==> config.mk <==
export PLATFORM = sky130hd
export DESIGN_NAME = pc_fetch_unit
export DESIGN_NICKNAME = d
export VERILOG_FILES = /design/src/rtl/fetch_pkg.sv /design/src/rtl/fetch_buffer.sv /design/src/rtl/pc_fetch_unit.sv
export SDC_FILE = /design/constraint.sdc
export NUM_CORES = 1
export LEC_CHECK = 0
export CORE_MARGIN = 5
export CORE_UTILIZATION = 60
export CTS_CLUSTER_SIZE = 12
export DETAILED_ROUTE_END_ITERATION = 10
export DONT_BUFFER_PORTS = 1
export GPL_ROUTABILITY_DRIVEN = 0
export GPL_TIMING_DRIVEN = 1
export PLACE_DENSITY = 0.76
export SYNTH_ARGS = -nofsm -noshare
export SYNTH_HDL_FRONTEND = slang
export SYNTH_SLANG_ARGS = --single-unit
export TNS_END_PERCENT = 100
==> constraint.sdc <==
create_clock -name clk -period 8.17 [get_ports clk]
set_input_delay 0 -clock clk [delete_from_list [all_inputs] [get_ports clk]]
set_output_delay 0 -clock clk [all_outputs]
set_load 0.1 [all_outputs]
==> src/rtl/fetch_pkg.sv <==
// Shared definitions for the instruction fetch unit: bus widths, the default
// reset PC, the fetch FSM state encoding and the instruction buffer entry.
package fetch_pkg;

    localparam int INST_W = 32;
    localparam int ADDR_W = 32;

    localparam logic [ADDR_W-1:0] DEFAULT_RESET_PC = 32'h0000_0000;
    localparam logic [ADDR_W-1:0] PC_STEP          = 32'd4;

    // IDLE: nothing outstanding, WAIT: one request in flight, HALT: fault stop
    typedef enum logic [1:0] {
        IDLE = 2'd0,
        WAIT = 2'd1,
        HALT = 2'd2
    } fetch_state_e;

    // One buffered instruction together with the address it was fetched from
    typedef struct packed {
        logic [ADDR_W-1:0] pc;
        logic [INST_W-1:0] inst;
    } fetch_entry_t;

    // Clears the byte-offset bits so a redirect target always lands on a word
    function automatic logic [ADDR_W-1:0] alignWord(input logic [ADDR_W-1:0] addr);
        return addr & ~ADDR_W'(3);
    endfunction

endpackage

==> src/rtl/fetch_buffer.sv <==
// Small FIFO holding fetched {pc, inst} pairs between instruction memory and
// decode. Simultaneous push and pop both take effect, even when full, and a
// flush empties the FIFO regardless of any push in the same cycle.
module fetch_buffer
    import fetch_pkg::*;
#(
    parameter int DEPTH = 2
) (
    input  logic                         clk,
    input  logic                         rst_n,
    input  logic                         push,
    input  fetch_entry_t                 push_entry,
    input  logic                         pop,
    input  logic                         flush,
    output logic [$clog2(DEPTH+1)-1:0]   count,
    output fetch_entry_t                 head
);

    localparam int CNT_W = $clog2(DEPTH + 1);
    localparam int PTR_W = $clog2(DEPTH);

    fetch_entry_t     mem_q [DEPTH];
    logic [PTR_W-1:0] rdPtr_q;
    logic [PTR_W-1:0] rdPtr_d;
    logic [PTR_W-1:0] wrPtr_q;
    logic [PTR_W-1:0] wrPtr_d;
    logic [CNT_W-1:0] count_q;
    logic [CNT_W-1:0] count_d;
    logic             isEmpty;
    logic             isFull;
    logic             doPush;
    logic             doPop;

    function automatic logic [PTR_W-1:0] nextPtr(input logic [PTR_W-1:0] ptr);
        return (ptr == PTR_W'(DEPTH - 1)) ? '0 : ptr + PTR_W'(1);
    endfunction

    assign isEmpty = (count_q == '0);
    assign isFull  = (count_q == CNT_W'(DEPTH));
    assign doPop   = pop && !isEmpty;
    assign doPush  = push && (!isFull || doPop);

    // Next pointer/count values; a flush resets everything to empty
    always_comb begin
        rdPtr_d = rdPtr_q;
        wrPtr_d = wrPtr_q;
        count_d = count_q;
        if (flush) begin
            rdPtr_d = '0;
            wrPtr_d = '0;
            count_d = '0;
        end else begin
            if (doPush) begin
                wrPtr_d = nextPtr(wrPtr_q);
            end
            if (doPop) begin
                rdPtr_d = nextPtr(rdPtr_q);
            end
            if (doPush && !doPop) begin
                count_d = count_q + CNT_W'(1);
            end else if (doPop && !doPush) begin
                count_d = count_q - CNT_W'(1);
            end
        end
    end

    // Pointer and occupancy registers with synchronous active-low reset
    always_ff @(posedge clk) begin
        if (!rst_n) begin
            rdPtr_q <= '0;
            wrPtr_q <= '0;
            count_q <= '0;
        end else begin
            rdPtr_q <= rdPtr_d;
            wrPtr_q <= wrPtr_d;
            count_q <= count_d;
        end
    end

    // Entry storage; contents are don't-care until counted as valid
    always_ff @(posedge clk) begin
        if (doPush && !flush) begin
            mem_q[wrPtr_q] <= push_entry;
        end
    end

    assign count = count_q;
    assign head  = mem_q[rdPtr_q];

endmodule

==> src/rtl/pc_fetch_unit.sv <==
// Instruction fetch unit: keeps the fetch PC, issues one instruction-memory
// request at a time, buffers returned words for decode and handles redirects
// from the next-PC selector, discarding any response made stale by them.
// Optional feature macro: FETCH_MISALIGN_CHECK_EN -- when defined, a redirect
// to a non-word-aligned target raises a sticky misalign_fault and halts fetch
// until reset; when undefined, redirect targets are silently word-aligned.
// BUF_DEPTH is meant to be 2..4.
module pc_fetch_unit
    import fetch_pkg::*;
#(
    parameter logic [ADDR_W-1:0] RESET_PC  = DEFAULT_RESET_PC,
    parameter int                BUF_DEPTH = 2
) (
    input  logic              clk,
    input  logic              rst_n,
    input  logic              redirect_valid,
    input  logic [ADDR_W-1:0] redirect_pc,
    output logic [ADDR_W-1:0] pc_plus4,
    output logic              imem_req,
    output logic [ADDR_W-1:0] imem_addr,
    input  logic              imem_ack,
    input  logic [INST_W-1:0] imem_rdata,
    output logic              inst_valid,
    input  logic              inst_ready,
    output logic [INST_W-1:0] inst_data,
    output logic [ADDR_W-1:0] inst_pc
`ifdef FETCH_MISALIGN_CHECK_EN
    ,
    output logic              misalign_fault
`endif
);

    localparam int CNT_W = $clog2(BUF_DEPTH + 1);

    fetch_state_e      state_q;
    logic [ADDR_W-1:0] pc_q;
    logic [ADDR_W-1:0] pc_d;
    logic [ADDR_W-1:0] addr_q;
    logic              req_q;
    logic              discard_q;
    logic [ADDR_W-1:0] redirectTarget;
    logic              ackAccept;
    logic              pushEn;
    logic              popEn;
    logic              canIssue;
    logic [CNT_W-1:0]  bufCount;
    fetch_entry_t      pushEntry;
    fetch_entry_t      headEntry;

`ifdef FETCH_MISALIGN_CHECK_EN
    logic              fault_q;
    logic              misaligned;

    assign misaligned     = redirect_valid && (redirect_pc[1:0] != 2'b00);
    assign redirectTarget = redirect_pc;
    assign misalign_fault = fault_q;
`else
    assign redirectTarget = alignWord(redirect_pc);
`endif

    // Acks only count while a request is outstanding; anything else is noise
    assign ackAccept = (state_q == WAIT) && imem_ack;
    // A redirect or a discard flag makes the returning word stale
    assign pushEn    = ackAccept && !discard_q && !redirect_valid;
    assign popEn     = inst_valid && inst_ready;
    // Never issue on a redirect cycle so the request always uses the final target
    assign canIssue  = (state_q == IDLE) && !redirect_valid
                       && (bufCount < CNT_W'(BUF_DEPTH));

    assign pushEntry.pc   = addr_q;
    assign pushEntry.inst = imem_rdata;

    // Next fetch PC: a redirect wins over sequential advance on a good ack
    always_comb begin
        pc_d = pc_q;
        if (redirect_valid) begin
            pc_d = redirectTarget;
        end else if (pushEn) begin
            pc_d = pc_q + PC_STEP;
        end
    end

    // Fetch FSM with registered request, address, discard flag and fault
    always_ff @(posedge clk) begin
        if (!rst_n) begin
            state_q   <= IDLE;
            pc_q      <= RESET_PC;
            addr_q    <= RESET_PC;
            req_q     <= 1'b0;
            discard_q <= 1'b0;
`ifdef FETCH_MISALIGN_CHECK_EN
            fault_q   <= 1'b0;
`endif
        end else begin
            pc_q <= pc_d;
            case (state_q)
                IDLE: begin
                    if (canIssue) begin
                        state_q <= WAIT;
                        req_q   <= 1'b1;
                        addr_q  <= pc_q;
                    end
                end
                WAIT: begin
                    if (ackAccept) begin
                        state_q   <= IDLE;
                        req_q     <= 1'b0;
                        discard_q <= 1'b0;
                    end else if (redirect_valid) begin
                        discard_q <= 1'b1;
                    end
                end
                HALT: begin
                    req_q <= 1'b0;
                end
                default: begin
                    state_q <= IDLE;
                    req_q   <= 1'b0;
                end
            endcase
`ifdef FETCH_MISALIGN_CHECK_EN
            if (misaligned) begin
                state_q   <= HALT;
                req_q     <= 1'b0;
                discard_q <= 1'b0;
                fault_q   <= 1'b1;
            end
`endif
        end
    end

    fetch_buffer #(
        .DEPTH      (BUF_DEPTH)
    ) u_buffer (
        .clk        (clk),
        .rst_n      (rst_n),
        .push       (pushEn),
        .push_entry (pushEntry),
        .pop        (popEn),
        .flush      (redirect_valid),
        .count      (bufCount),
        .head       (headEntry)
    );

    assign imem_req   = req_q;
    assign imem_addr  = addr_q;
    assign pc_plus4   = pc_q + PC_STEP;
    assign inst_valid = (bufCount != '0);
    assign inst_data  = headEntry.inst;
    assign inst_pc    = headEntry.pc;

endmodule

# Word level (Yosys, flattened, before mapping)
# Memories as Yosys holds them, arrays and structs flattened. A register that Yosys moved wholly into a read port is not among the register bits.
# Cells that the tools add are included.
# word_totals
reg_bits	72
mem_bits_rw	128
in_bits	69
out_inout_bits	130
wordCells	70
memories	1
# mem_list
name	words	word_bits	read_ports	rd_clocked_by_memory_dff	write_ports	line	rtl
u_buffer.mem_q	2	64	1	1	1	fetch_buffer.sv:22	fetch_entry_t mem_q [DEPTH];
# op_classes
n_addsub	5
magnitude_cmp	1
n_eq_ne	5
muxes	18
bitwise_logic	2
n_reduce_logical	29
# ops
op	n
$mux 32	2
$add 32x3->32 const B	1
$logic_and 1x1->1	11
$mux 1	10
$mux 2	4
$reduce_bool 2->1	4
$logic_not 1->1	6
$pmux 2 s3	1
$reduce_and 2->1	3
$eq 2x2->1 const B	2
$logic_not 2->1	2
$ne 2x2->1 const B	2
$reduce_and 3->1	1
$add 1x1->1 const B	2
$add 2x1->2 const B	1
$eq 2x1->1 const B	1
$lt 2x2->1 const B	1
$not 1->1	2
$pmux 1 s2	1
$reduce_or 2->1	1
$sub 2x1->2 const B	1
$logic_or 1x1->1	1

# Longest topological paths before layout
# Gate-level depths: netlist (run 1).
# depth
depth_word	9
ltp_mapped	7
mapped_depth_nobuf	6

# Modules after synthesis
# From an unflattened synthesis (run 1), not the netlist that was laid out.
# unflattened
hier_cells	682
area_unflattened_um2	8403.1
# modules_own_cells
module	instances	cells_per_inst	area_per_inst_um2	seq_area_each_um2
fetch_buffer	1	225	4853.4	3943.8
pc_fetch_unit	1	457	3549.7	1241.2

# Worst setup path before layout (run 1)
# OpenSTA, ideal clock, no wires.
# synth_path
kind	register to register
from	reg state_q[0]
to	mem u_buffer.mem_q[0][0] in the netlist's numbering, enable pin
setup_time_ns	0.635
t_arrival_ns	7.555
t_required_ns	7.535
setup_slack_ns	-0.021
stages_incl_launch_ff	4
n_path_buf	1
synth_period_minus_slack_ns	8.191
path_cell_list	dfxtp_1 nand3b_1 clkbuf_1 nor4_1
# synth_via
elab_chain_cells	8
# synth_lines
element	line	rtl
from (decl)	pc_fetch_unit.sv:35	fetch_state_e state_q;
from (signal assigned)	pc_fetch_unit.sv:86	state_q <= IDLE;
from (signal assigned)	pc_fetch_unit.sv:99	state_q <= WAIT;
from (signal assigned)	pc_fetch_unit.sv:106	state_q <= IDLE;
$eq 2x1->1	pc_fetch_unit.sv:62	assign ackAccept = (state_q == WAIT) && imem_ack;
$logic_and 1x1->1	pc_fetch_unit.sv:62	
$logic_and 1x1->1 (2 in a row)	pc_fetch_unit.sv:64	assign pushEn = ackAccept && !discard_q && !redirect_valid;
$logic_and 1x1->1	fetch_buffer.sv:41	assign doPush = push && (!isFull || doPop);
$logic_and 1x1->1	fetch_buffer.sv:82	if (doPush && !flush) begin
$mux 1	fetch_buffer.sv:82	
$mux 1 (implied by the code)	fetch_buffer.sv:83	mem_q[wrPtr_q] <= push_entry;
to (decl)	fetch_buffer.sv:22	
# No other way between the ends.

# Worst setup path in the final report (run 1)
# layout_path
from	reg state_q[0]
to	mem u_buffer.mem_q[1][26] in the netlist's numbering, enable pin
# Same word-level chain as after synthesis.

==> results of run 1 <==
[area by class of cell]
cell class | count | area [um^2]
clock inverters | 10 | 68.8
clock buffers | 22 | 444
fillers | 850 | 3350
multi-input cells | 427 | 3130
repair buffers | 112 | 1050
flip-flops and latches | 191 | 5070
inverters | 7 | 26.3
well taps | 176 | 220
[flip-flops by register name (all words and copies together) (netlist names), named ones only]
| register | cells |
|---|---|
| discard_q | 1 |
| u_buffer.rdPtr_q | 1 |
| u_buffer.wrPtr_q | 1 |
| u_buffer.count | 2 |
| u_buffer.mem_q | 124 |
| imem_addr | 30 |
| pc_q | 30 |
| state_q | 1 |
[synthesized netlist by cell type (all sizes together) (2+ instances only)]
master	count	area, um^2
edfxtp	124	3720
nand2	92	345
dfxtp	67	1340
mux2	62	698
a21boi	32	240
buf	29	171
o21ai	28	140
clkbuf	27	101
xnor2	21	184
xor2	20	175
nand3	18	95.1
nor2	17	63.8
nor3	17	85.1
nand4	16	128
a21oi	10	50.1
a31oi	10	62.6
or3	9	56.3
or4	9	67.6
nor4	8	62.6
o31ai	8	60.1
nand2b	7	43.8
inv	6	22.5
and4	5	43.8
o211a	4	40.0
and2	3	18.8
nor3b	3	22.5
o311a	3	30.0
and3	2	12.5
ha	2	25.0
o211ai	2	15.0
or2	2	12.5
[worst max-delay path, stage by stage, from the launching register on]
cell      delay [ps]
dfxtp_1          310
buf_4            330
nand3b_1         860
nor3_1           690
and2_2           220
buf_4            610
[metrics by stage]
stage	cell area, um^2	power [W]	utilization, %	hold WS (ps)	setup slack (ps)
2_1_floorplan	8260	0.00137	-	98.9	2590
3_3_place_gp	8680	0.00141	65.0	99.0	4860
3_5_place_dp	8680	0.00141	65.0	99.0	4770
4_1_cts	10000	0.00216	74.9	15.4	4750
5_1_grt	10000	0.00223	74.9	37.0	4530
6_report	10000	0.00216	74.9	30.8	4710
[worst max path at each step]
stage,startpoint,endpoint,slack (ps),cells past startpoint
after floorplan,state_q[0]$_SDFFE_PN0P_,u_buffer.mem_q[0][0]$_DFFE_PP_,2590,3
after global placement,state_q[0]$_SDFFE_PN0P_,u_buffer.mem_q[1][45]$_DFFE_PP_,4860,5
after detailed placement,state_q[0]$_SDFFE_PN0P_,u_buffer.mem_q[1][46]$_DFFE_PP_,4770,5
after CTS,state_q[0]$_SDFFE_PN0P_,u_buffer.mem_q[1][42]$_DFFE_PP_,4750,5
after global routing,state_q[0]$_SDFFE_PN0P_,u_buffer.mem_q[1][48]$_DFFE_PP_,4530,5
final,state_q[0]$_SDFFE_PN0P_,u_buffer.mem_q[1][26]$_DFFE_PP_,4710,5
[routing by layer]
layer / routed length [um] / track usage, % / up-vias
met3: 1790 / 7.05 / 31
met4: 296 / 7.63 / 0
met1: 7780 / 31.4 / 2694
li1: - / - / 2612
met2: 9460 / 38.8 / 289
met5: 0 / 0 / -
[kinds of logic after synthesis]
family	after synthesis
flops	191
fa+ha+maj	2
simple gates	213
compound gates	103
mux	62
buf+inv	63
other cells	1
xor+xnor	41
[power by group through the flow]
stage / Clock (W) / Sequential [W] / Combinational, W
4_1_cts: 0.000734 / 0.00113 / 0.000298
2_1_floorplan: 0 / 0.00114 / 0.000236
3_5_place_dp: 0 / 0.00115 / 0.000256
5_1_grt: 0.000782 / 0.00114 / 0.000313
6_report: 0.000723 / 0.00113 / 0.000300
3_3_place_gp: 0 / 0.00115 / 0.000254
==> flow_metrics.py, run 1 <==
metrics = {
    "floorplanning": {
        "die_width_um": 127,
        "start_util_pct": 61.7,
        "fp.dieH_um": 127,
        "core_um2": 13300,
        "rows": 42,
        "num_io_pins": 199,
        "dieArea_um2": 16200,
    },
    "sta": {
        "hold_viol": 0,
        "fin_crit_ps": 3460,
        "finalSetupTns_ps": 0,
        "period_share_pct": 42.4,
        "rsz0062_at_grt": "false",
        "drv_slew": 0,
        "fin_worst_skew_ps": 8.29,
        "max_slew.worst_pin.slew_ps": 1190,
        "fmax_mhz": 289,
        "slew_headroom_pct": 20.3,
        "setup_viol": 0,
    },
    "outcome": {
        "status": "completed",
    },
    "critical_path": {
        "crit_arrival_ps": 3510,
        "worstReg2RegEnd": "u_buffer.mem_q[1][26]$_DFFE_PP_",
        "critPathKind": "register to register",
        "worstRegToRegCells": 5,
        "crit_required_ps": 8220,
        "worstReg2RegStart": "state_q[0]$_SDFFE_PN0P_",
        "startpoint_type": "register",
        "worstPathMaxFanout": 62,
        "rrSetupSlack_ps": 4710,
        "endpoint_kind": "register",
    },
    "routing": {
        "viasPerCell": 5.95,
        "ant_nets": 0,
        "drt_iter0_drc": 463,
        "wl_per_cell_um": 20.5,
        "via_count": 5626,
        "drcViolationCount": 0,
        "drt-total-wl_mm": 19.3,
        "first_pass_iters": 5,
    },
    "synthesis": {
        "syn_inst": 676,
        "synth_adder_area_share_pct": 0.304,
        "synth_compound_area_share_pct": 8.40,
        "synthFlopType": "edfxtp_1",
        "syn_area_um2": 8240,
        "synth_top_family_by_area": "simple AND/OR/NAND/NOR gates",
        "synth_seq_cells": 191,
        "yosysWarnings": 0,
        "synthSimpleGateAreaFrac_pct": 13.3,
        "yosysSeqAreaShare_pct": 61.5,
        "synthXorXnorAreaFrac_pct": 4.36,
        "ys_types": 52,
        "synth.area.mux_share_pct": 8.47,
        "postSynth.asyncResetShare_pct": 0,
        "synth_edf_count": 124,
        "synth_area_per_cell_um2": 12.2,
    },
    "clocking": {
        "cts_tree": "built",
        "clk_latency_ps": 420,
        "holdBufCountCts": 80,
        "clk_pin_slew_ps": 60,
        "clock-sinks": 191,
        "clock_path_buffers": 2,
        "cts_buffers": 17,
        "post_cts_resized": 0,
        "post_cts_buffers": 0,
        "cts_max_level": 4,
        "cts-root-buf": "clkbuf_16",
    },
    "worst_hold_path": {
        "whs_endpoint": "imem_addr[25]$_SDFFE_PN0P_",
        "hold_path_class": "input pin to register",
        "holdPathStages": 4,
        "worstHoldStart": "redirect_valid",
    },
    "power_and_ir_drop": {
        "power.density_nw_per_um2": 216,
        "p_sw_share_pct": 29.6,
        "p_leak_nw": 3.34,
        "switching_power_w": 0.000639,
        "max-vdd-ir-drop_mv": 0.127,
        "comb_power_share_pct": 13.9,
        "pwr-share-clk_pct": 33.5,
        "intPower_w": 0.00152,
        "seq_power_share_pct": 52.6,
    },
    "run": {
        "cap_violations": 0,
    },
    "cells_and_area": {
        "drive_gt1_share_pct": 20.9,
        "fin_nets": 827,
        "diodes": 0,
        "most-common-layout-cells": "edfxtp_1 (124), nand2_1 (92), dlygate4sd3_1 (79)",
        "fin_cells": 945,
        "areaGrowthSynthToFinish_pct": 21.4,
        "final_common_cell": "edfxtp_1",
    },
    "grt": {
        "grt_max_degree": 64,
        "grt.total_usage_pct": 24.0,
        "grt_pass1_vias": 5521,
        "antenna_found_initial": 0,
        "grt.overflow.total": 0,
        "grt_pass1_wl_mm": 30.4,
    },
    "place": {
        "dp_hpwl_mm": 12.2,
        "port-buffer-count": 0,
        "place_inst": 833,
    },
}
No activity file was read; power rests on OpenSTA's default activity.
==> run 2: changes to the inputs <==
==> constraint.sdc (replaced) <==
create_clock -name clk -period 3.4 [get_ports clk]
set_input_delay 0 -clock clk [delete_from_list [all_inputs] [get_ports clk]]
set_output_delay 0 -clock clk [all_outputs]
set_load 0.1 [all_outputs]
==> run 2 against run 1 <==
  * Clock-buffer cell count shrank 5
  * Non-clock buffer count increased by 3
  * Final cell count increased by 0.53%
  * Clock skew grew 10 ps
  * First-iteration DRC count grew 4.5%
  * Flip-flop and latch count unchanged
  * Global-route usage up 0.63 points
  * Worst hold slack better by 41 ps
==> flow_metrics.py, run 2 (same netlist as run 1, synthesis figures left out) <==
metrics = {
    "floorplanning": {
        "fp.dieH_um": 127,
        "die_width_um": 127,
        "dieArea_um2": 16200,
        "rows": 42,
        "core_um2": 13300,
        "num_io_pins": 199,
        "start_util_pct": 61.7,
    },
    "worst_hold_path": {
        "worstHoldStart": "redirect_valid",
        "holdPathStages": 2,
        "hold_path_class": "input pin to register",
        "whs_endpoint": "u_buffer.mem_q[0][52]$_DFFE_PP_",
    },
    "cells_and_area": {
        "most-common-layout-cells": "edfxtp_1 (124), nand2_1 (92), dlygate4sd3_1 (75)",
        "areaGrowthSynthToFinish_pct": 23.6,
        "fin_nets": 830,
        "multi_input_area_um2": 3130,
        "drive_gt1_share_pct": 22.3,
        "ff_latch_area_um2": 5070,
        "final_common_cell": "edfxtp_1",
        "final_area_um2": 10200,
        "nFillCells": 826,
        "fin_cells": 950,
        "top_register": "u_buffer.mem_q",
        "largest_register_ffs": 124,
    },
    "grt": {
        "antenna_found_initial": 0,
        "grt_busiest_layer": "met2",
        "grt_max_degree": 64,
        "grt_util_met3_pct": 7.55,
        "grt_pass1_wl_mm": 30.9,
        "grt.overflow.total": 0,
        "grt_pass1_vias": 5782,
        "grt_use_met1_pct": 30.3,
        "met2_usage_pct": 40.2,
        "grt.total_usage_pct": 24.6,
    },
    "clocking": {
        "cts_tree": "built",
        "cts-root-buf": "clkbuf_16",
        "clk_latency_ps": 430,
        "post_cts_resized": 0,
        "cts_buffers": 17,
        "clock-sinks": 191,
        "clk_pin_slew_ps": 70,
        "holdBufCountCts": 76,
        "cts_max_level": 4,
        "post_cts_buffers": 0,
        "clock_path_buffers": 2,
    },
    "power_and_ir_drop": {
        "power.density_nw_per_um2": 559,
        "p_leak_nw": 3.45,
        "max-vdd-ir-drop_mv": 0.318,
    },
    "critical_path": {
        "startpoint_type": "register",
        "worstRegToRegCells": 6,
        "crit_required_ps": 3400,
        "endpoint_kind": "primary output",
        "rrSetupSlack_ps": 680,
        "worstPathMaxFanout": 15,
        "crit_arrival_ps": 2940,
        "critPathKind": "register to primary output",
        "worstReg2RegStart": "state_q[0]$_SDFFE_PN0P_",
        "worstReg2RegEnd": "pc_q[28]$_SDFFE_PN0P_",
    },
    "sta": {
        "period_share_pct": 86.3,
        "setup_viol": 0,
        "drv_slew": 0,
        "max_slew.worst_pin.slew_ps": 1080,
        "fin_worst_skew_ps": 18.6,
        "fmax_mhz": 341,
        "slew_headroom_pct": 27.8,
        "finalSetupTns_ps": 0,
        "rsz0062_at_grt": "false",
        "timing.hold.ws_ps": 71.8,
        "hold_viol": 0,
        "fin_crit_ps": 2940,
    },
    "place": {
        "dp_hpwl_mm": 12.7,
        "place_inst": 840,
        "place_area_um2": 8730,
        "port-buffer-count": 0,
    },
    "routing": {
        "wl_per_cell_um": 20.7,
        "via_count": 5694,
        "first_pass_iters": 5,
        "drt_iter0_drc": 484,
        "viasPerCell": 5.99,
        "drt-total-wl_mm": 19.7,
        "ant_nets": 0,
        "drcViolationCount": 0,
    },
    "run": {
        "cap_violations": 0,
    },
    "outcome": {
        "status": "completed",
    },
}
-- run 2: cell count changes in the layout (fill, tap and decap cells not counted), sizes merged, moves of 3 or more --
cell         delta
inv             +4
buf             +7
dlygate4sd3     -4
clkbuf          -5
clkinvlp        -3
bufinv          +6
-- run 2: per-stage QoR --
stage | worst slack [ps] | utilization, % | power [W]
2_1_floorplan | -108 | - | 0.00330
3_3_place_gp | 953 | 65.4 | 0.00338
3_5_place_dp | 920 | 65.4 | 0.00340
4_1_cts | 531 | 76.3 | 0.00572
5_1_grt | 285 | 76.3 | 0.00586
6_report | 465 | 76.3 | 0.00569
-- run 2: power by group --
part	switching (W)	total (W)	internal [W]
Combinational	0.000529	0.000716	0.000186
Clock	0.000854	0.00225	0.00139
Sequential	0.000203	0.00273	0.00253
Total	0.00159	0.00569	0.00411
-- run 2: critical path, stage by stage (launching register included) --
cell,delay [ps]
dfxtp_1,570
and4_1,510
nand4_2,410
nor3_1,500
xor2_2,190
buf_4,310
-- run 2: worst max path at each step --
stage | from | to | cells past startpoint
after floorplan | state_q[0]$_SDFFE_PN0P_ | u_buffer.mem_q[0][0]$_DFFE_PP_ | 3
after global placement | state_q[0]$_SDFFE_PN0P_ | u_buffer.mem_q[0][60]$_DFFE_PP_ | 4
after detailed placement | state_q[0]$_SDFFE_PN0P_ | u_buffer.mem_q[0][8]$_DFFE_PP_ | 4
after CTS | pc_q[6]$_SDFFE_PN0P_ | pc_plus4[29] | 5
after global routing | pc_q[6]$_SDFFE_PN0P_ | pc_plus4[29] | 5
final | pc_q[6]$_SDFFE_PN0P_ | pc_plus4[29] | 5
-- run 2: cell type report --
type                    instances  share of cell area, %
flip-flops and latches        191                   49.8
multi-input cells             427                   30.7
clock buffers                  17                   4.18
well taps                     176                   2.16
repair buffers                115                   10.4
clock inverters                15                   2.47
inverters                       7                  0.258
diodes                          2                 0.0491
-- run 2: routing by layer --
layer	part of all wire, %	wire [um]
met5	0	0
met3	9.5	1880
met4	3.0	599
met1	38	7570
met2	49	9660
==> run 3: changes to the inputs <==
--- a/config.mk
+++ b/config.mk
@@ -13,6 +13,7 @@
 export GPL_ROUTABILITY_DRIVEN = 0
 export GPL_TIMING_DRIVEN = 1
 export PLACE_DENSITY = 0.76
+export SKIP_LAST_GASP = 1
 export SYNTH_ARGS = -nofsm -noshare
 export SYNTH_HDL_FRONTEND = slang
 export SYNTH_SLANG_ARGS = --single-unit
==> constraint.sdc (replaced) <==
create_clock -name clk -period 3.4 [get_ports clk]
set_input_delay 0.85 -clock clk [delete_from_list [all_inputs] [get_ports clk]]
set_output_delay 0.85 -clock clk [all_outputs]
set_load 0.1 [all_outputs]
==> run 3 against run 2 <==
  * Critical path depth rose by 2
  * Core utilization fell by 4.5 points
  * Highest routed layer unchanged
  * Setup slack got worse by 400 ps
  * Sequential power barely moved
  * Clock skew fell by 9.0 ps
  * Sequential share of layout area rose by 3.1 points
  * Flip-flop and latch count did not move
  * Final area fell by 6.0%
  * Via count fell by 6.1%
==> flow_metrics.py, run 3 (same netlist as run 1, synthesis figures left out) <==
metrics = {
    "outcome": {
        "status": "completed",
    },
    "routing": {
        "drt_iter0_drc": 371,
        "first_pass_iters": 5,
        "drcViolationCount": 0,
        "wl_per_cell_um": 20.3,
        "via_count": 5348,
        "viasPerCell": 5.99,
        "ant_nets": 0,
        "drt-total-wl_mm": 18.2,
    },
    "cells_and_area": {
        "fin_nets": 775,
        "fin_cells": 893,
        "largest_register_ffs": 124,
        "nFillCells": 931,
        "drive_gt1_share_pct": 27.9,
        "ff_latch_area_um2": 5070,
        "top_register": "u_buffer.mem_q",
        "multi_input_area_um2": 3200,
        "final_common_cell": "edfxtp_1",
        "diodes": 0,
        "most-common-layout-cells": "edfxtp_1 (124), nand2_1 (92), dfxtp_1 (64)",
        "final_area_um2": 9580,
        "areaGrowthSynthToFinish_pct": 16.3,
    },
    "floorplanning": {
        "num_io_pins": 199,
        "die_width_um": 127,
        "start_util_pct": 61.7,
        "fp.dieH_um": 127,
        "core_um2": 13300,
        "dieArea_um2": 16200,
        "rows": 42,
    },
    "critical_path": {
        "crit_required_ps": 2550,
        "critPathKind": "register to primary output",
        "startpoint_type": "register",
        "crit_arrival_ps": 2480,
        "worstPathMaxFanout": 7,
        "endpoint_kind": "primary output",
    },
    "sta": {
        "fin_worst_skew_ps": 9.66,
        "fmax_mhz": 300,
        "max_slew.worst_pin.slew_ps": 1110,
        "drv_slew": 0,
        "finalSetupTns_ps": 0,
        "slew_headroom_pct": 25.6,
        "fin_crit_ps": 3330,
        "rsz0062_at_grt": "true",
        "period_share_pct": 98.0,
        "hold_viol": 0,
        "setup_viol": 0,
    },
    "clocking": {
        "holdBufCountCts": 0,
        "cts-root-buf": "clkbuf_16",
        "clock_path_buffers": 2,
        "clock-sinks": 191,
        "cts_buffers": 17,
        "cts_tree": "built",
        "clk_pin_slew_ps": 70,
        "cts_max_level": 4,
        "clk_latency_ps": 430,
    },
    "power_and_ir_drop": {
        "seq_power_share_pct": 51.9,
        "pwr-share-clk_pct": 35.2,
        "max-vdd-ir-drop_mv": 0.283,
        "switching_power_w": 0.00152,
        "p_sw_share_pct": 29.2,
        "comb_power_share_pct": 12.9,
        "intPower_w": 0.00369,
        "power.density_nw_per_um2": 543,
        "p_total_w": 0.00521,
        "p_leak_nw": 3.21,
    },
    "place": {
        "port-buffer-count": 0,
        "place_inst": 858,
        "dp_hpwl_mm": 12.7,
        "place_area_um2": 8930,
    },
    "grt": {
        "grt.total_usage_pct": 22.5,
        "antenna_found_initial": 0,
        "grt_pass1_wl_mm": 28.6,
        "grt.overflow.total": 0,
        "grt_max_degree": 64,
        "grt_pass1_vias": 5396,
    },
    "run": {
        "cap_violations": 0,
    },
    "worst_hold_path": {
        "hold_path_class": "register to register",
    },
}
==> run 3: cell types whose count changed in the layout (fill, tap and decap cells not counted), sizes merged <==
cell,before,now
buf,40,60
bufinv,6,1
clkbuf,17,19
clkinv,4,7
clkinvlp,0,4
diode,2,0
dlygate4sd3,75,0
inv,12,8
==> run 3: path summary, 6_finish.rpt <==
path                                  start                        endpoint  slack (ps)  depth (start not counted)
min                  discard_q$_SDFFE_PN0P_          discard_q$_SDFFE_PN0P_         510                          2
max                    pc_q[2]$_SDFFE_PN0P_                    pc_plus4[24]          70                          7
max reg2reg  u_buffer.count[1]$_SDFFE_PP0P_  u_buffer.count[1]$_SDFFE_PP0P_        1340                          5
min reg2reg          discard_q$_SDFFE_PN0P_          discard_q$_SDFFE_PN0P_         510                          2
==> run 3: layout make-up <==
type	count	share of cell area, %
Timing Repair Buffer	60	5.39
Tap cell	176	2.30
Inverter	7	0.274
Sequential cell	191	52.9
Clock buffer	19	4.52
Multi-Input combinational cell	427	33.4
Clock inverter	13	1.20
==> run 3: stage by stage <==
| stage | setup WS, ps | utilization [%] | hold WS (ps) |
|---|---|---|---|
| floorplan | -369 | - | 457 |
| global placement | 410 | 66.9 | 472 |
| detailed placement | 401 | 66.9 | 490 |
| CTS | -69.8 | 71.2 | 507 |
| global route | -43.8 | 71.8 | 497 |
| finish | 67.5 | 71.8 | 506 |
==> run 3: critical path, stage by stage, from the launching register on <==
cell	delay (ps)
dfxtp_1	450
ha_2	280
nand4_1	170
nor4_4	420
buf_4	180
nand3_1	110
xnor2_2	140
buf_4	300
==> run 3: metal layers <==
layer | vias to the layer above | track usage, % | part of all wire [%] | routed length (um)
met5 | - | 0 | 0 | 0
met1 | 2595 | 30.2 | 42 | 7590
met3 | 29 | 6.72 | 8.8 | 1590
met4 | 0 | 7.76 | 1.9 | 340
met2 | 223 | 35.4 | 48 | 8620
li1 | 2501 | - | - | -
==> run 3: what timing repair did <==
item,in CTS,in global routing
gates resized for setup,3,12
pin swaps,0,1
buffers inserted,0,3
endpoints found under the setup margin,6,13
==> run 3: power groups by stage <==
stage               logic [W]  registers, W  clock network, W
global route         0.000700       0.00271           0.00196
floorplan            0.000576       0.00273                 0
global placement     0.000661       0.00275                 0
finish               0.000672       0.00270           0.00183
detailed placement   0.000668       0.00275                 0
CTS                  0.000671       0.00270           0.00187
